$ cat src/rtl/cmp_pkg.sv
// Purpose: shared defaults and state encoding for the cmp_seq frame sequencer.
// Latency: n/a (types and constants only).
// Backpressure: n/a.
package cmp_pkg;

    // Default geometry: 21 columns x 21 beats, 26-bit compressor result.
    localparam int N_COLS_DEF = 21;
    localparam int DEPTH_DEF  = 21;
    localparam int OUT_W_DEF  = 26;

    // The wait counter only has to cover LAT = 0..7.
    localparam int WAIT_CNT_W = 3;

    typedef enum logic [1:0] {
        IDLE = 2'd0,
        FILL = 2'd1,
        WAIT = 2'd2,
        HOLD = 2'd3
    } cmp_seq_state_t;

endpackage

$ cat src/rtl/cmp_seq.sv
// Purpose: streams DEPTH row beats into an external enable-capable shift register,
//          waits out the external compressor latency and captures its sum.
// Latency: last beat accepted in the cycle starting at edge E -> res_valid high after edge E+LAT+2.
// Backpressure: in_ready low from the last beat until the result handshake; the result is
//               held stable while res_ready is low.
//
// Ports:
//   clk, rst             - rising-edge clock, asynchronous active-high reset
//   in_valid/in_ready    - row beat handshake, in_data carries one bit per column
//   sh_bits, sh_en       - serial inputs and shift enable of the external shift register
//   cmp_sum              - external compressor result (LSB-first)
//   res_valid/res_ready  - result handshake, res_data holds the captured sum
//   frame_cnt, stall_cnt - only when CMP_SEQ_PERF_EN is defined: completed results and
//                          HOLD cycles stalled by the consumer, both 16-bit wrapping
module cmp_seq
    import cmp_pkg::*;
#(
    parameter int N_COLS = N_COLS_DEF,
    parameter int DEPTH  = DEPTH_DEF,
    parameter int OUT_W  = OUT_W_DEF,
    parameter int LAT    = 0
) (
    input  logic              clk,
    input  logic              rst,
    input  logic              in_valid,
    output logic              in_ready,
    input  logic [N_COLS-1:0] in_data,
    output logic [N_COLS-1:0] sh_bits,
    output logic              sh_en,
    input  logic [OUT_W-1:0]  cmp_sum,
    output logic              res_valid,
    input  logic              res_ready,
    output logic [OUT_W-1:0]  res_data
`ifdef CMP_SEQ_PERF_EN
    ,
    output logic [15:0]       frame_cnt,
    output logic [15:0]       stall_cnt
`endif
);

    localparam int CNT_W = $clog2(DEPTH + 1);
    localparam logic [CNT_W-1:0]      LAST_BEAT = CNT_W'(DEPTH - 1);
    localparam logic [WAIT_CNT_W-1:0] LAST_WAIT = WAIT_CNT_W'(LAT);

    cmp_seq_state_t         state_q, state_d;
    logic [CNT_W-1:0]       beat_q, beat_d;
    logic [WAIT_CNT_W-1:0]  wait_q, wait_d;
    logic                   res_vld_q, res_vld_d;
    logic [OUT_W-1:0]       res_dat_q, res_dat_d;
    logic                   accept;

    // in_ready is gated by rst so nothing is offered to the shift register while reset
    // is held, even though the state register is already forced to IDLE.
    assign in_ready  = !rst && ((state_q == IDLE) || (state_q == FILL));
    assign accept    = in_valid && in_ready;
    assign sh_en     = accept;
    assign sh_bits   = in_data;
    assign res_valid = res_vld_q;
    assign res_data  = res_dat_q;

    always_comb begin
        state_d   = state_q;
        beat_d    = beat_q;
        wait_d    = wait_q;
        res_vld_d = res_vld_q;
        res_dat_d = res_dat_q;

        case (state_q)
            // IDLE always sits with beat_q == 0, so it shares the FILL counting path:
            // the first beat lands on 1, and DEPTH == 1 goes straight to WAIT.
            IDLE, FILL: begin
                if (accept) begin
                    if (beat_q == LAST_BEAT) begin
                        state_d = WAIT;
                        beat_d  = '0;
                        wait_d  = '0;
                    end else begin
                        state_d = FILL;
                        beat_d  = beat_q + CNT_W'(1);
                    end
                end
            end

            // LAT+1 cycles: the compressor output reflects the final shift on the last one.
            WAIT: begin
                if (wait_q == LAST_WAIT) begin
                    state_d   = HOLD;
                    wait_d    = '0;
                    res_vld_d = 1'b1;
                    res_dat_d = cmp_sum;
                end else begin
                    wait_d = wait_q + WAIT_CNT_W'(1);
                end
            end

            HOLD: begin
                if (res_ready) begin
                    state_d   = IDLE;
                    res_vld_d = 1'b0;
                end
            end

            default: begin
                state_d = IDLE;
            end
        endcase
    end

    always_ff @(posedge clk or posedge rst) begin
        if (rst) begin
            state_q   <= IDLE;
            beat_q    <= '0;
            wait_q    <= '0;
            res_vld_q <= 1'b0;
            res_dat_q <= '0;
        end else begin
            state_q   <= state_d;
            beat_q    <= beat_d;
            wait_q    <= wait_d;
            res_vld_q <= res_vld_d;
            res_dat_q <= res_dat_d;
        end
    end

`ifdef CMP_SEQ_PERF_EN
    logic [15:0] frame_q;
    logic [15:0] stall_q;

    // Both counters wrap naturally at 16 bits.
    always_ff @(posedge clk or posedge rst) begin
        if (rst) begin
            frame_q <= '0;
            stall_q <= '0;
        end else if (state_q == HOLD) begin
            if (res_ready) begin
                frame_q <= frame_q + 16'd1;
            end else begin
                stall_q <= stall_q + 16'd1;
            end
        end
    end

    assign frame_cnt = frame_q;
    assign stall_cnt = stall_q;
`endif

endmodule
$ cat config.mk
export PLATFORM = sky130hd
export DESIGN_NAME = cmp_seq
export DESIGN_NICKNAME = d
export VERILOG_FILES = /design/src/rtl/cmp_pkg.sv /design/src/rtl/cmp_seq.sv
export SDC_FILE = /design/constraint.sdc
export NUM_CORES = 1
export LEC_CHECK = 0
export BUFFER_PORTS_ARGS = -buffer_cell sky130_fd_sc_hd__buf_2
export CAP_MARGIN = 20
export CORE_MARGIN = 5
export CORE_UTILIZATION = 47
export CTS_CLUSTER_DIAMETER = 150
export DETAILED_ROUTE_END_ITERATION = 8
export GPL_ROUTABILITY_DRIVEN = 0
export GPL_TIMING_DRIVEN = 0
export PLACE_DENSITY = 0.93
export SYNTH_ARGS = -nofsm -noshare
export SYNTH_HDL_FRONTEND = slang
export SYNTH_SLANG_ARGS = --single-unit
$ cat constraint.sdc
create_clock -name clk -period 4.4 [get_ports clk]
set_input_delay 0.44 -clock clk [delete_from_list [all_inputs] [get_ports clk]]
set_output_delay 0.44 -clock clk [all_outputs]
set_load 0.01 [all_outputs]
# Yosys cells after proc, flatten, opt, wreduce, memory -nomap -nowiden

Index checks and enable logic that the tools add are counted.

Input port bits: 51
Word-level logic and storage cells: 42
Flip-flop bits (word level): 37
Output and inout port bits: 50

Equal/unequal tests: 8
Mux-type cells: 13
Reduce and logical (&&, ||, !) cells: 14
Add/sub/neg operators: 2

Operators by type and width:

| kind                | count |
|---|---|
| $mux 3              | 3 |
| $reduce_and 3->1    | 3 |
| $mux 2              | 4 |
| $ne 2x2->1 const B  | 4 |
| $pmux 2 s3          | 1 |
| $pmux 3 s2          | 1 |
| $add 5x1->5 const B | 1 |
| $eq 5x5->1 const B  | 1 |
| $mux 5              | 1 |
| $eq 2x2->1 const B  | 2 |
| $reduce_and 2->1    | 2 |
| $reduce_bool 2->1   | 2 |
| $add 3x1->3 const B | 1 |
| $logic_not 3->1     | 1 |
| $eq 2x1->1 const B  | 1 |
| $logic_and 1x1->1   | 2 |
| $logic_not 2->1     | 1 |
| $mux 1              | 2 |
| $pmux 1 s2          | 1 |
| $reduce_or 2->1     | 1 |
| $logic_not 1->1     | 1 |
| $logic_or 1x1->1    | 1 |

# Longest topological paths before layout

Depth in word-level cells: 6
Depth in mapped cells: 6
Depth with buffers taken out: 5

# Worst setup path after synthesis

Ideal clock, no wire load.

Path type: flip-flop to flip-flop
From: register wait_q[0]
To: register res_dat_q[0] (netlist: res_data[0])
Slack: 2.822 ns
Path buffers: 1
Setup time: 0.125 ns
Stages on the path, launching flop included: 7
Arrival: 1.453 ns
Path through: dfrtp_1 -> inv_1 -> ha_1 -> nand2b_1 -> nor2_4 -> buf_4 -> mux2_2

Word-level cells in the longest chain between the ends: 2

Ends and longest elaborated chain:

| item                       | RTL line       | text |
|---|---|---|
| start, declared            | cmp_seq.sv:47  | `logic [WAIT_CNT_W-1:0] wait_q, wait_d;` |
| start signal, assigned     | cmp_seq.sv:119 | `wait_q <= wait_d;` |
| $logic_not 3->1            | cmp_seq.sv:86  | `if (wait_q == LAST_WAIT) begin` |
| $reduce_and 2->1 (no line) | -              |  |
| end signal, assigned       | cmp_seq.sv:121 | `res_dat_q <= res_dat_d;` |
| end, declared              | cmp_seq.sv:49  | `logic [OUT_W-1:0] res_dat_q, res_dat_d;` |

No other way between the ends.
A chain may end at the register's enable or synchronous reset.

# Worst setup path after layout

From: register state_q[1]
To: output sh_en

Word-level cells in the longest chain between the ends: 4
Elaborated cells between the ends (all ways): 5

Ends and longest elaborated chain:

| item                                                 | RTL line       | text |
|---|---|---|
| start, declared                                      | cmp_seq.sv:45  | `cmp_seq_state_t state_q, state_d;` |
| start signal, assigned                               | cmp_seq.sv:117 | `state_q <= state_d;` |
| $eq 2x1->1 / $logic_not 2->1 (equally long branches) | cmp_seq.sv:54  | `assign in_ready = !rst && ((state_q == IDLE) \|\| (state_q == FILL));` |
| $logic_or 1x1->1 (*)                                 | cmp_seq.sv:54  |  |
| $logic_and 1x1->1 (*)                                | cmp_seq.sv:54  |  |
| $logic_and 1x1->1 (*)                                | cmp_seq.sv:55  | `assign accept = in_valid && in_ready;` |
| end, declared                                        | cmp_seq.sv:29  | `output logic sh_en,` |

Mark *: on every way between the ends. The rest lies on a longest branch, timed or not.

==> results.cfg <==
[run_status]
status = finished clean

[power]
pwr-share-seq_pct = 43.8
p_total_mw = 1.08
power_density_nw_per_um2 = 459
peakVddDrop_v = 0.000278
p_leak_nw = 1.30
p_comb_share_pct = 29.3
p_int_mw = 0.767
power.switching_mw = 0.317
p_clk_share_pct = 26.9
switching_share_pct = 29.3

[floorplanning]
dieArea_sq_um = 5080
coreArea_sq_um = 3660
die_y_um = 71.2
start_util_pct = 48.2
dieWidth_um = 71.2
rows = 22
io_pins = 101

[grt]
grt_antenna_before_repair = 0
grt_overflow = 0
grt_first_pass_wirelength_um = 6060
grt_max_degree = 21
track_usage_pct = 15.0
busiest_layer = met2
grt_use_met2_pct = 27.2
grt_pass1_vias = 1406
use_met3_pct = 4.35
grt_use_met1_pct = 16.3

[cells_and_area]
layout.nets = 282
fillers = 315
antenna_cells = 0
post_route_cells_drive_above_1_share_pct = 62.3
syn2layout_area_growth_pct = 34.0

[synthesis]
synthTopCellsByArea = dfrtp_1, mux2_2, buf_4
synth_seq_cells = 37
synth_cell_types = 27
yosys_warnings = 0
synthCells = 140
avgSynthCellArea_sq_um = 12.6
synth_commonest_cells = dfrtp_1, mux2_2, buf_4, o21ai_0
async_flop_share_pct = 100
synth.top_cell.area_share_pct = 52.5
synth_ff_type = dfrtp_1
synth_edf_count = 0
yosysMostFrequentCell = dfrtp_1
syn_nets = 195
yosysTopAreaCell = dfrtp_1
netlist_area_sq_um = 1760
yosysSeqAreaShare_pct = 52.5

[place]
hpwl_um = 3040
place_ws_ns = 2.55
port_buffers = 79

[clocking]
clk_latency_ns = 0.28
cts.path.max_buffers = 2
cts_root_buf = clkbuf_8
postCtsSetupBuffers = 0
cts_hold_buf = 0
cts_made_buffers = 5
clkTransAtPathRegs_ns = 0.07
cts-htree-levels = 2
cts_sinks = 37
cts_resized = 0
cts_tree = built

[worst_setup_path]
r2r_start = wait_q[0]$_DFFE_PP0P_
worstPathCellList = buf_4, nor3b_2, buf_2
crit_fanout = 10
critPathMaxStageDelay_ns = 0.40
end_kind = output pin
reg2reg_depth = 6
crit_type = register to output pin
cp_slowest_cell = nor3b_2
rrSetupSlack_ns = 2.56
crit_path_start_kind = register
cp.required_ns = 3.96
arrival_ns = 1.44
r2r_end = res_data[23]$_DFFE_PP0P_

[sta]
hold_violations = 0
hold_ws_ns = 0.338
max_freq_mhz = 531
rsz0062_at_grt = no
clock_skew_ns = 0.00865
layout_setup_ws_ns = 2.52
fin_crit_sh_pct = 42.8
setup_viol = 0
maxSlewHeadroom_pct = 50.6
period_needed_ns = 1.88
slew_viol_final = 0
setup_tns_ns = 0
tightest_slew_ns = 0.741

[drt]
vias = 1332
wire_per_inst_um = 13.5
drc_errors = 0
via_per_inst = 4.83
dr.pass1.iters = 4
drtIter0Drc = 38
ant_nets = 0
drt_wl_total_um = 3720

[min_path]
min_path_type = input pin to asynchronous set/reset pin

[run]
max_cap_viol_count = 0
[worst max-delay path: cells and delay by family (launching register included)]
kind,cells,cell delay (ns)
DFF,1,0.38
and+or+nand+nor,1,0.40
buffers and inverters,2,0.38
[final cells by class]
type                    count  area, sq um  area share [%]
multi-input cells          73          634            26.9
well taps                  48         60.1            2.54
repair buffers             80          423            17.9
flip-flops and latches     37          926            39.2
clock buffers               7         86.3            3.65
plain buffers              24          180            7.63
clock inverters             1         30.0            1.27
inverters                   6         22.5           0.953
[flip-flops by register name, summed over array words and instances, names as in the netlist]
register / flops
wait_q: 3
res_valid: 1
beat_q: 5
state_q: 2
res_data: 26
[worst max-delay path by stage]
stage / start / end / depth (start not counted)
after floorplan: wait_q[0]$_DFFE_PP0P_ / res_data[0]$_DFFE_PP0P_ / 6
after global placement: rst / res_data[13]$_DFFE_PP0P_ / 2
after detailed placement: wait_q[0]$_DFFE_PP0P_ / res_data[23]$_DFFE_PP0P_ / 6
after CTS: state_q[1]$_DFFE_PP0P_ / sh_en / 3
after global routing: state_q[1]$_DFFE_PP0P_ / sh_en / 3
final: state_q[1]$_DFFE_PP0P_ / sh_en / 3
[power by group through the flow]
stage | Clock (mW) | Combinational, mW | Sequential (mW)
after floorplan | 0 | 0.192 | 0.495
after global placement | 0 | 0.305 | 0.475
after detailed placement | 0 | 0.323 | 0.482
after CTS | 0.306 | 0.324 | 0.475
after global routing | 0.317 | 0.356 | 0.486
final | 0.292 | 0.318 | 0.475
[cells in the final DEF, fill, tap and decap left out]
cell and instances:
nand2b_1 2, nor3b_2 1, a21oi_1 3, nand4bb_4 1, nor3b_1 1, a31oi_1 1, bufinv_16 1, mux2_2 26
nor4b_2 1, o31ai_1 2, nor2_4 1, a21o_1 1, o21ai_0 7, inv_1 6, mux2_4 1, nand4b_1 1
buf_16 1, dfrtp_1 37, buf_4 24, o221ai_1 1, nand2_1 6, nand3_1 3, nor2b_1 3, ha_1 4
a211oi_1 1, clkbuf_8 6, or3_1 1, nor2_1 3, buf_2 79, nand3b_1 1, nor3_1 1, clkbuf_1 1
[per-layer routing]
metal,wire length (um),up-vias
met5,0,-
met4,31,0
met3,300,5
met2,2030,56
met1,1360,635
li1,-,636
[logic make-up after synthesis]
family / Yosys count / synth area share [%]
compound gates: 16 / 5.39
fa+ha+maj: 4 / 2.84
mux: 27 / 17.5
simple gates: 26 / 10.3
flops: 37 / 52.5
buf+inv: 30 / 11.5
[through the flow]
stage	cell area, sq um	std cells	utilization (%)
2_1_floorplan	1760	140	-
3_3_place_gp	2220	267	60.6
3_5_place_dp	2250	268	61.3
4_1_cts	2360	276	64.5
5_1_grt	2360	276	64.5
6_report	2360	276	64.5
Note: power is estimated with default switching activity, not from simulation.
